`src/rtl/l1_l2_req_arbiter.sv`:
```
// l1_l2_req_arbiter
// Shares one single-port L2 front end between the Icache refill port and
// the Dcache miss/uncached port. Only one transaction is outstanding at a time.
// addrOK, dataOK and read data are routed back to the granted requester only.
//
// Handshake: a requester raises *_req with stable fields and holds them until
// its addrOK pulse. The arbiter samples requests only in IDLE and latches the
// winner's fields. It presents them on the L2 port the following cycle (ADDR)
// until l2cache_arb_addrOK. It then waits in DATA for l2cache_arb_dataOK.
// Both L2 acknowledges are forwarded to the owner combinationally in the cycle
// they arrive. If addrOK and dataOK arrive together, the transaction completes
// in that ADDR cycle.
//
// Ports
//   clk, rstn                       clock, asynchronous active-low reset
//   addr/icache_arb_req/SUC         Icache read request (address, uncached)
//   arb_icache_addrOK/dataOK/dout   Icache acknowledges and line data
//   addr/din/req/wr/SUC/wstrb/size  Dcache request fields
//   arb_dcache_addrOK/dataOK/dout   Dcache acknowledges and line data
//   *_arb_l2cache / arb_l2cache_*   registered L2 request fields, src owner tag
//   l2cache_arb_addrOK/dataOK/dout  L2 acknowledges and line data
//   dbg_state                       current FSM state (0 IDLE, 1 ADDR, 2 DATA)
//
// Configuration macro L1L2_ARB_DPRIO_EN:
//   Defined: Dcache wins every tie (fixed priority).
//   Undefined: ties alternate (round robin).
module l1_l2_req_arbiter #(
  parameter  int L1_offset_width = 2,
  localparam int LW = 32 * (1 << L1_offset_width)
) (
  input  logic          clk,
  input  logic          rstn,
  input  logic [31:0]   addr_icache_arb,
  input  logic          icache_arb_req,
  input  logic          icache_arb_SUC,
  output logic          arb_icache_addrOK,
  output logic          arb_icache_dataOK,
  output logic [LW-1:0] dout_arb_icache,
  input  logic [31:0]   addr_dcache_arb,
  input  logic [31:0]   din_dcache_arb,
  input  logic          dcache_arb_req,
  input  logic          dcache_arb_wr,
  input  logic          dcache_arb_SUC,
  input  logic [3:0]    dcache_arb_wstrb,
  input  logic [1:0]    dcache_arb_size,
  output logic          arb_dcache_addrOK,
  output logic          arb_dcache_dataOK,
  output logic [LW-1:0] dout_arb_dcache,
  output logic [31:0]   addr_arb_l2cache,
  output logic [31:0]   din_arb_l2cache,
  output logic          arb_l2cache_req,
  output logic          arb_l2cache_wr,
  output logic          arb_l2cache_SUC,
  output logic [3:0]    arb_l2cache_wstrb,
  output logic [1:0]    arb_l2cache_size,
  output logic          arb_l2cache_src,
  input  logic          l2cache_arb_addrOK,
  input  logic          l2cache_arb_dataOK,
  input  logic [LW-1:0] dout_l2cache_arb,
  output logic [1:0]    dbg_state
);

  typedef enum logic [1:0] {
    IDLE = 2'd0,
    ADDR = 2'd1,
    DATA = 2'd2
  } state_t;

  state_t      state, state_nxt;
  logic        grant_d;   // 1: Dcache wins the grant in this IDLE cycle
  logic        addr_ack;  // L2 accepted the address this cycle
  logic        done;      // L2 completed the transaction this cycle
  logic [31:0] addr_r, din_r;
  logic        wr_r, suc_r, src_r;
  logic [3:0]  wstrb_r;
  logic [1:0]  size_r;

`ifdef L1L2_ARB_DPRIO_EN
  assign grant_d = dcache_arb_req;
`else
  // last_grant: owner of the most recently completed transaction (1 = Dcache).
  // Resetting to Icache makes the first tie go to Dcache.
  logic last_grant;

  assign grant_d = dcache_arb_req & (~icache_arb_req | ~last_grant);

  always_ff @(posedge clk or negedge rstn) begin
    if (!rstn) begin
      last_grant <= 1'b0;
    end else if (done) begin
      last_grant <= src_r;
    end
  end
`endif

  assign addr_ack = (state == ADDR) && l2cache_arb_addrOK;
  assign done     = ((state == DATA) || addr_ack) && l2cache_arb_dataOK;

  always_ff @(posedge clk or negedge rstn) begin
    if (!rstn) begin
      state <= IDLE;
    end else begin
      state <= state_nxt;
    end
  end

  always_comb begin
    state_nxt = state;
    case (state)
      IDLE: if (icache_arb_req || dcache_arb_req) state_nxt = ADDR;
      ADDR: if (l2cache_arb_addrOK) state_nxt = l2cache_arb_dataOK ? IDLE : DATA;
      DATA: if (l2cache_arb_dataOK) state_nxt = IDLE;
      default: state_nxt = IDLE;
    endcase
  end

  // Request fields are captured once at grant, so requester changes after
  // addrOK cannot disturb the L2 port.
  always_ff @(posedge clk or negedge rstn) begin
    if (!rstn) begin
      addr_r  <= '0;
      din_r   <= '0;
      wr_r    <= 1'b0;
      suc_r   <= 1'b0;
      wstrb_r <= '0;
      size_r  <= '0;
      src_r   <= 1'b0;
    end else if ((state == IDLE) && (icache_arb_req || dcache_arb_req)) begin
      if (grant_d) begin
        addr_r  <= addr_dcache_arb;
        din_r   <= din_dcache_arb;
        wr_r    <= dcache_arb_wr;
        suc_r   <= dcache_arb_SUC;
        wstrb_r <= dcache_arb_wstrb;
        size_r  <= dcache_arb_size;
        src_r   <= 1'b1;
      end else begin
        // Icache refills are always full-word reads.
        addr_r  <= addr_icache_arb;
        din_r   <= '0;
        wr_r    <= 1'b0;
        suc_r   <= icache_arb_SUC;
        wstrb_r <= 4'hF;
        size_r  <= 2'b10;
        src_r   <= 1'b0;
      end
    end
  end

  assign arb_l2cache_req   = (state == ADDR);
  assign addr_arb_l2cache  = addr_r;
  assign din_arb_l2cache   = din_r;
  assign arb_l2cache_wr    = wr_r;
  assign arb_l2cache_SUC   = suc_r;
  assign arb_l2cache_wstrb = wstrb_r;
  assign arb_l2cache_size  = size_r;
  assign arb_l2cache_src   = src_r;

  assign arb_icache_addrOK = addr_ack & ~src_r;
  assign arb_dcache_addrOK = addr_ack & src_r;
  assign arb_icache_dataOK = done & ~src_r;
  assign arb_dcache_dataOK = done & src_r;
  assign dout_arb_icache   = arb_icache_dataOK ? dout_l2cache_arb : '0;
  assign dout_arb_dcache   = arb_dcache_dataOK ? dout_l2cache_arb : '0;
  assign dbg_state         = state;

endmodule
```
`config.mk`:
```
export PLATFORM = sky130hd
export DESIGN_NAME = l1_l2_req_arbiter
export DESIGN_NICKNAME = d
export VERILOG_FILES = /design/src/rtl/l1_l2_req_arbiter.sv
export SDC_FILE = /design/constraint.sdc
export NUM_CORES = 1
export LEC_CHECK = 0
export CAP_MARGIN = 20
export CORE_AREA = 2 2 224 226
export CTS_BUF_LIST = sky130_fd_sc_hd__clkbuf_4 sky130_fd_sc_hd__clkbuf_8
export CTS_CLUSTER_DIAMETER = 150
export DETAILED_ROUTE_END_ITERATION = 7
export DIE_AREA = 0 0 226 228
export HOLD_SLACK_MARGIN = 0.1
export PLACE_DENSITY = 0.36
export RECOVER_POWER = 25
export SYNTH_ARGS = -nofsm -noshare
export SYNTH_HDL_FRONTEND = slang
export SYNTH_SLANG_ARGS = --single-unit
```
`constraint.sdc`:
```
create_clock -name clk -period 2.2 [get_ports clk]
set_clock_uncertainty 0.05 [all_clocks]
set_input_delay 0.22 -clock clk [delete_from_list [all_inputs] [get_ports clk]]
set_output_delay 0.22 -clock clk [all_outputs]
set_load 0.01 [all_outputs]
```
==> results of run 1 <==
final cells by class:
cell class                      instances  area, um^2
Sequential cell                        76        1900
Timing Repair Buffer                  646        6480
Clock buffer                           11         145
Multi-Input combinational cell        386        3130
Clock inverter                          5        61.3
Antenna cell                            6        15.0
Fill cell                            5341       36800
Tap cell                              672         841
Inverter                                1        3.75
how the worst max path moves through the flow:
stage / to / slack, ps / cells past startpoint
floorplan: dout_arb_dcache[100] / 550 / 5
global placement: dout_arb_icache[127] / -340 / 7
detailed placement: dout_arb_icache[127] / -370 / 7
CTS: dout_arb_icache[103] / -360 / 6
global route: dout_arb_dcache[63] / -360 / 6
finish: dout_arb_dcache[83] / -270 / 6
cells by family (layout without fill, tap and decap cells):
family                 after synthesis  count (layout)  synth area share (%)
AND/OR/NAND/NOR                    270             270                  32.6
multiplexers                        66              66                  17.1
AO/OA/AOI/OAI                       50              50                  8.44
flip-flops                          76              76                  37.0
other                                0               6                     0
buffers and inverters               43             663                  4.82
critical path: stages, from the launching register on:
cell and delay (ps):
dfrtp_2 450, nand2b_4 180, a21oi_4 150, buf_12 180, buf_16 160, and2_1 140
clkdlybuf4s50_1 530
routing by layer:
layer,share of wire (%),up-vias
met5,0.028,-
met4,1.6,2
met3,6.7,44
met2,52,321
met1,39,2816
li1,-,2897
power groups by stage:
stage               sequential, mW  combinational, mW  clock, mW
floorplan                     2.79               2.15          0
global placement              2.49               6.20          0
detailed placement            2.46               6.18          0
CTS                           2.48               6.15       1.21
global route                  2.58               6.82       1.28
finish                        2.48               6.40       1.15
synth_stat cells (all sizes together):
library cell	number	area share, %
a21oi	3	0.44
a21boi	2	0.51
nand3b	1	0.22
mux2	66	17
a21o	1	0.15
nand2	3	0.22
and2	256	31
inv	1	0.073
nor3	1	0.097
nor2	3	0.27
and3	2	0.24
dfrtp	76	37
o22a	5	0.85
a22o	34	5.8
nand3	1	0.097
buf	39	4.5
o21ai	2	0.27
o21a	1	0.15
nand2b	3	0.36
o22ai	1	0.12
a311oi	1	0.17
clkbuf	3	0.22
metrics by stage:
step | cell area, um^2 | util, % | TNS [ps] | worst slack (ps) | total power, mW
floorplan | 5140 | - | 0 | 545 | 4.94
global placement | 11900 | 24.2 | -52160 | -341 | 8.69
detailed placement | 11900 | 24.2 | -59020 | -374 | 8.64
CTS | 12000 | 24.4 | -54600 | -355 | 9.84
global route | 12600 | 25.5 | -28410 | -358 | 10.7
finish | 12600 | 25.5 | -14300 | -266 | 10.0
timing repair:
item | CTS | global route
cloned | 1 | 11
setup endpoints to repair | 261 | 239
setup buffers | 2 | 21
pin swaps | 1 | 9
hold buffers | 1 | 0
gates resized for setup | 277 | 412
endpoints found under the hold margin | 76 | 0
state kept, by name, summed over array words and instances (netlist names):
signal,cells
dbg_state,2
arb_l2cache_size,2
arb_l2cache_wr,1
arb_l2cache_wstrb,4
addr_arb_l2cache,32
din_arb_l2cache,32
last_grant,1
arb_l2cache_SUC,1
arb_l2cache_src,1
==> impl_metrics.ini, run 1 <==
[outcome]
status = finished with violations
violations = setup timing

[sta]
min_period_over_period_pct = 112
worst_pin_slew_ps = 751
grt_setup_unrepaired = yes
setup_violations = 143
maxSlewViolCount = 0
fin_crit_ps = 2470
final-hold-violation-count = 0
max_freq_mhz = 405
fin_hold_ws_ps = 373
setup_ws_ps = -266
slew_headroom_pct = 49.9

[grt]
antenna_found_initial = 19
busiest_layer = met2
track_usage_pct = 13.8
grt_max_degree = 39
grt_pass1_vias = 6066
gr-total-overflow = 0
gr-usage-met2_pct = 26.3
grt_pass1_wl_mm = 49.6
grt_use_met1_pct = 15.2
use_met3_pct = 3.84

[clock_tree]
worstSkewPairLatency_ps = 370
htreeDepth = 3
clkSinkCount = 76
root_buffer = clkbuf_8
cts_buffer_depth = 2
clk_pin_slew_worst_paths_ps = 80
cts_inserted_buffers = 9
cts_tree = done

[floorplanning]
core_area_mm2 = 0.0493
die_h_um = 228
row_count = 82
die_area_mm2 = 0.0515
initial_core_util_pct = 10.4
pin_count = 575
fp.dieW_um = 226

[logic_synthesis]
synthCells = 505
synth_warnings = 0
avgSynthCellArea_um2 = 10.2
ys_types = 29
syn_area_mm2 = 0.00514
ys_seq_area_share_pct = 37.0
syn_nets = 744
yosys_register_bits = 76

[setup_path]
reg2reg_depth = 6
rr_startpoint = dbg_state[1]$_DFFE_PN0P_
arrival_ps = 2200
end_kind = output pin
cp.required_ps = 1930
cp-start-kind = flip-flop
crit_type = flip-flop to output pin
reg2reg_slack_ps = 290
crit_start = dbg_state[0]$_DFFE_PN0P_
rr_endpoint = addr_arb_l2cache[3]$_DFFE_PN0P_
crit_path_max_fanout = 16

[drt]
drc_errors = 0
drt_iter0_markers = 154
wirelength_mm = 38.7
postRouteAntennaNets = 0
wire_per_inst_um = 21.5
dr.pass1.iters = 4
vias = 6080
avgViaCountPerCell = 3.37

[cells_and_area]
mostFrequentLayoutCells = 321 x clkdlybuf4s50_1, 220 x and2_1, 94 x dlymetal6s2s_1
fin_nets = 1359
area_growth_pct = 144
final_layout_size_suffix_gt1_share_pct = 31.2
final_common_cell = clkdlybuf4s50_1
instances_no_fill = 1803

[pwr]
p_sw_mw = 3.58
ir_drop_uv = 593
power.share.clock_pct = 11.5
seqPwrFrac_pct = 24.7
combPwrFrac_pct = 63.8
power.density_mw_per_mm2 = 797
p_int_mw = 6.44
total_leakage_power_nw = 7.05
swShare_pct = 35.7

[place]
portBuffers = 574
dp_cells = 1746
place_congestion = 0.829
dp_hpwl_mm = 31.8

[run]
drv_cap = 0

[worst_hold_path]
hold_path_class = input port to async pin
No activity file was read; power rests on OpenSTA's default activity.
==> run 2, diff against run 1 <==
clock period = 2.4 ns   (was 2.2 ns; I/O delays follow)
==> run 2 against run 1 <==
  * The run ends with capacitance limit, slew limit left
  * Count of clock-buffer cells in the layout is 1 lower
  * Cell area is 5.3% lower
  * Cell count is 1.2% lower
  * Critical path depth is 1 higher
  * Utilization is 1.4 points lower
  * Non-clock buffer count is 23 lower
  * Critical path type unchanged
  * Largest cell class unchanged
==> impl_metrics.ini, run 2 (synthesized netlist as in run 1, its figures left out) <==
[sta]
worst_pin_slew_ps = 1780
grt_setup_unrepaired = yes
maxSlewViolCount = 28
setup_violations = 0
max_freq_mhz = 428
slew_headroom_pct = -18.7
fin_crit_ps = 2340
final-hold-violation-count = 0
min_period_over_period_pct = 97.3

[cells_and_area]
mostFrequentLayoutCells = 286 x clkdlybuf4s50_1, 242 x and2_1, 133 x dlygate4sd2_1
final_layout_size_suffix_gt1_share_pct = 21.1
area_growth_pct = 131
final_common_cell = clkdlybuf4s50_1
instances_no_fill = 1781
fin_nets = 1336
stdcell_area_mm2 = 0.0119

[drt]
wire_per_inst_um = 20.8
vias = 5868
avgViaCountPerCell = 3.29
drt_iter0_markers = 92
postRouteAntennaNets = 0
dr.pass1.iters = 4
drc_errors = 0
wirelength_mm = 37.0

[floorplanning]
row_count = 82
die_area_mm2 = 0.0515
initial_core_util_pct = 10.4
fp.dieW_um = 226
core_area_mm2 = 0.0493
die_h_um = 228
pin_count = 575

[clock_tree]
clkSinkCount = 76
cts_inserted_buffers = 9
cts_buffer_depth = 2
cts_tree = done
clk_pin_slew_worst_paths_ps = 90
worstSkewPairLatency_ps = 380
htreeDepth = 3
root_buffer = clkbuf_8

[grt]
antenna_found_initial = 22
grt_pass1_wl_mm = 49.3
track_usage_pct = 13.7
gr-total-overflow = 0
grt_max_degree = 50
grt_pass1_vias = 6065

[setup_path]
cpMostUsedCell = buf_12
cp-start-kind = flip-flop
cp.required_ps = 2110
crit_path_max_fanout = 34
critical_path.cell_chain = nand2b_4, a21oi_4, buf_12, buf_12, buf_16, and2_1, clkdlybuf4s15_1
crit_start = dbg_state[0]$_DFFE_PN0P_
rr_startpoint = dbg_state[0]$_DFFE_PN0P_
end_kind = output pin
path_delay_family = buffers and inverters
slowest_delay_ps = 450
crit_type = flip-flop to output pin
cp_slowest_cell = dfrtp_2
arrival_ps = 2050
crit_buf_inv = 4
reg2reg_depth = 5
cp_num_cells = 7

[pwr]
ir_drop_uv = 418
power.density_mw_per_mm2 = 716
total_leakage_power_nw = 5.77

[worst_hold_path]
hold_depth = 2
hold_path_class = input port to flip-flop
min-delay-start = din_dcache_arb[19]

[place]
dp_hpwl_mm = 31.4
place_congestion = 0.815
placed_area_mm2 = 0.0119
portBuffers = 574
dp_cells = 1741

[outcome]
status = finished with violations
violations = capacitance limit, slew limit

[run]
drv_cap = 1
run 2: cell count changes in the layout (fill, tap and decap cells not counted), moves of 11 or more:
cell / previous run / this run
buf_6: 47 / 18
clkdlybuf4s15_1: 0 / 37
dlygate4sd3_1: 1 / 29
dlymetal6s2s_1: 94 / 4
clkdlybuf4s15_2: 12 / 1
and2_1: 220 / 242
dlygate4sd2_1: 3 / 133
clkbuf_2: 76 / 48
clkdlybuf4s50_1: 321 / 286
and2_4: 36 / 14
run 2: final cells by class:
cell class,instances,area [um^2]
Sequential cell,76,1900
Inverter,1,3.75
Multi-Input combinational cell,386,3060
Clock buffer,10,138
Timing Repair Buffer,623,5910
Clock inverter,6,38.8
Antenna cell,7,17.5
Fill cell,5442,37400
Tap cell,672,841
run 2: stage by stage:
| stage | hold slack [ps] | setup TNS (ps) | total power, mW | worst slack, ps | util, % |
|---|---|---|---|---|---|
| floorplan | -106 | 0 | 4.53 | 725 | - |
| global placement | 163 | -14750 | 7.91 | -131 | 24.1 |
| detailed placement | 163 | -20800 | 7.85 | -153 | 24.1 |
| CTS | 271 | -727 | 8.79 | -131 | 24.1 |
| global route | 383 | -382 | 9.14 | -43.6 | 24.1 |
| finish | 408 | 0 | 8.53 | 64.6 | 24.1 |
run 2: path summary, 6_finish.rpt:
check	end	slack, ps
max	dout_arb_dcache[16]	60
min	din_arb_l2cache[19]$_DFFE_PN0P_	410
max reg2reg	addr_arb_l2cache[0]$_DFFE_PN0P_	210
min reg2reg	din_arb_l2cache[24]$_DFFE_PN0P_	450
max in group asynchronous	dbg_state[0]$_DFFE_PN0P_	420
min in group asynchronous	addr_arb_l2cache[16]$_DFFE_PN0P_	820
run 2: metal layers:
layer / part of all wire [%] / vias to the layer above / global-route usage, %
met1: 38 / 2666 / 15.2
met4: 1.3 / 2 / 3.15
li1: - / 2856 / -
met3: 7.3 / 40 / 3.85
met2: 53 / 304 / 25.5
met5: 0.019 / - / 0
run 2: what timing repair did:
action / CTS / global route
resized for setup: 393 / 151
buffers inserted: 11 / 3
endpoints found under the hold margin: 27 / 0
cloned: 3 / 2
hold buffers: 1 / 0
setup endpoints to repair: 257 / 110
pin swaps: 1 / 4
run 2: report_power, final:
part | switching (mW) | internal, mW
combinational | 2.26 | 3.08
clock | 0.536 | 0.402
sequential | 0.353 | 1.90
==> run 3, diff against run 2 <==
--- a/config.mk
+++ b/config.mk
@@ -10,3 +10,2 @@
 export CTS_BUF_LIST = sky130_fd_sc_hd__clkbuf_4 sky130_fd_sc_hd__clkbuf_8
-export CTS_CLUSTER_DIAMETER = 150
 export DETAILED_ROUTE_END_ITERATION = 7
==> constraint.sdc (replaced) <==
create_clock -name clk -period 2.4 [get_ports clk]
set_clock_uncertainty 0.05 [all_clocks]
set_input_delay 0.48 -clock clk [delete_from_list [all_inputs] [get_ports clk]]
set_output_delay 0.48 -clock clk [all_outputs]
set_load 0.005 [all_outputs]
==> run 3 against run 2 <==
  * The flow finishes with violations (setup timing)
  * Power is 4.1% higher
  * Count of clock-buffer cells in the layout shrank 1
  * Cell area grew 6.9%
  * Cell count rose by 2.5%
  * Sequential share of layout area is 1.0 points lower
  * Register-to-register slack gained 220 ps
  * Maximum frequency shrank 14%
  * Utilization grew 1.7 points
  * Worst setup slack worse by 390 ps
  * Critical path depth stayed put
  * Sequential power hardly changed
  * Sequential cell count unchanged
  * Critical path type unchanged
  * Highest routed layer unchanged
==> impl_metrics.ini, run 3 (synthesized netlist as in run 1, its figures left out) <==
[drt]
drc_errors = 0
wire_per_inst_um = 20.7
dr.pass1.iters = 5
avgViaCountPerCell = 3.38
vias = 6164
drt_iter0_markers = 174
wirelength_mm = 37.8
postRouteAntennaNets = 0

[floorplanning]
initial_core_util_pct = 10.4
die_h_um = 228
fp.dieW_um = 226
core_area_mm2 = 0.0493
die_area_mm2 = 0.0515
pin_count = 575
row_count = 82

[grt]
antenna_found_initial = 27
grt_pass1_vias = 6301
grt_pass1_wl_mm = 50.2
track_usage_pct = 14.0
grt_max_degree = 39
gr-total-overflow = 0

[worst_hold_path]
hold_path_class = flip-flop to flip-flop
min-delay-start = din_arb_l2cache[26]$_DFFE_PN0P_
holdPathEnd = din_arb_l2cache[26]$_DFFE_PN0P_
hold_depth = 1

[outcome]
violations = setup timing
status = finished with violations

[setup_path]
reg2reg_depth = 7
arrival_ps = 2200
end_kind = output pin
rr_endpoint = addr_arb_l2cache[29]$_DFFE_PN0P_
reg2reg_slack_ps = 430
cp-start-kind = flip-flop
crit_type = flip-flop to output pin
crit_start = dbg_state[0]$_DFFE_PN0P_
rr_startpoint = dbg_state[0]$_DFFE_PN0P_
crit_path_max_fanout = 14
cp.required_ps = 1870

[clock_tree]
clkSinkCount = 76
cts_inserted_buffers = 9
worstSkewPairLatency_ps = 380
cts_tree = done
htreeDepth = 3
clk_pin_slew_worst_paths_ps = 90
cts_buffer_depth = 2
root_buffer = clkbuf_8

[sta]
min_period_over_period_pct = 114
slew_headroom_pct = 40.2
worst_pin_slew_ps = 897
fin_crit_ps = 2730
grt_setup_unrepaired = yes
maxSlewViolCount = 0
setup_violations = 126
max_freq_mhz = 367
final-hold-violation-count = 0
setup_ws_ps = -327

[cells_and_area]
final_common_cell = clkdlybuf4s50_1
final_layout_size_suffix_gt1_share_pct = 34.0
stdcell_area_mm2 = 0.0127
fin_nets = 1377
area_growth_pct = 147
mostFrequentLayoutCells = 329 x clkdlybuf4s50_1, 209 x and2_1, 76 x dfrtp_1
finalCoreUtilization_pct = 25.8
instances_no_fill = 1826

[place]
dp_cells = 1749
dp_hpwl_mm = 31.5
portBuffers = 574
place_congestion = 0.836
placed_area_mm2 = 0.0120

[run]
drv_cap = 0

[pwr]
power.density_mw_per_mm2 = 697
total_leakage_power_nw = 6.44
ir_drop_uv = 388
p_total_mw = 8.88
-- run 3: cell types whose count changed in the layout (fill, tap and decap cells not counted), sizes merged, moves of 4 or more --
| cell | change |
|---|---|
| dlygate4sd3 | -28 |
| dlygate4sd2 | -103 |
| diode | +4 |
| clkdlybuf4s15 | -8 |
| clkdlybuf4s50 | +43 |
| dlymetal6s2s | +41 |
| buf | +113 |
| clkbuf | -17 |
-- run 3: power by group --
| group | internal (mW) | switching, mW | total (mW) |
|---|---|---|---|
| clock network | 0.591 | 0.544 | 1.13 |
| logic | 3.51 | 1.96 | 5.48 |
| registers | 1.90 | 0.365 | 2.27 |
-- run 3: per-layer routing --
| layer | GRT usage, % | share of wire [%] |
|---|---|---|
| met1 | 15.0 | 38 |
| met2 | 25.4 | 52 |
| met3 | 4.07 | 7.5 |
| met4 | 5.53 | 2.3 |
| met5 | 0 | 0.066 |
-- run 3: what timing repair did --
item	in CTS	in global routing
setup endpoints to repair	261	260
endpoints found under the hold margin	31	0
hold buffers	1	0
buffers inserted	37	13
pin swaps	26	7
resized for setup	586	218
gates cloned	8	0
-- run 3: metrics by stage --
stage	hold slack, ps	setup slack [ps]	TNS, ps
5_1_grt	473	-466	-35010
2_1_floorplan	134	551	0
4_1_cts	465	-387	-50540
6_report	461	-327	-14420
3_5_place_dp	428	-663	-135050
3_3_place_gp	428	-660	-131650
-- run 3: layout make-up --
type / count / area, um^2
Fill cell: 5387 / 36600
Timing Repair Buffer: 664 / 6580
Multi-Input combinational cell: 386 / 3160
Sequential cell: 76 / 1900
Tap cell: 672 / 841
Clock buffer: 9 / 124
Clock inverter: 7 / 97.6
Antenna cell: 11 / 27.5
Inverter: 1 / 3.75
-- run 3: worst max-delay path by stage --
stage	endpoint	slack, ps	cells after the start
finish	dout_arb_icache[120]	-330	7
CTS	dout_arb_icache[26]	-390	6
floorplan	dout_arb_dcache[100]	550	5
detailed placement	dout_arb_icache[127]	-660	7
global route	dout_arb_icache[89]	-470	8
global placement	dout_arb_icache[127]	-660	7
-- run 3: critical path, stage by stage, from the launching register on --
cell and delay (ps):
dfrtp_1 380, buf_6 110, nand3b_4 100, a21oi_4 170, buf_4 150, bufbuf_16 260
and2_1 130, clkdlybuf4s50_1 500
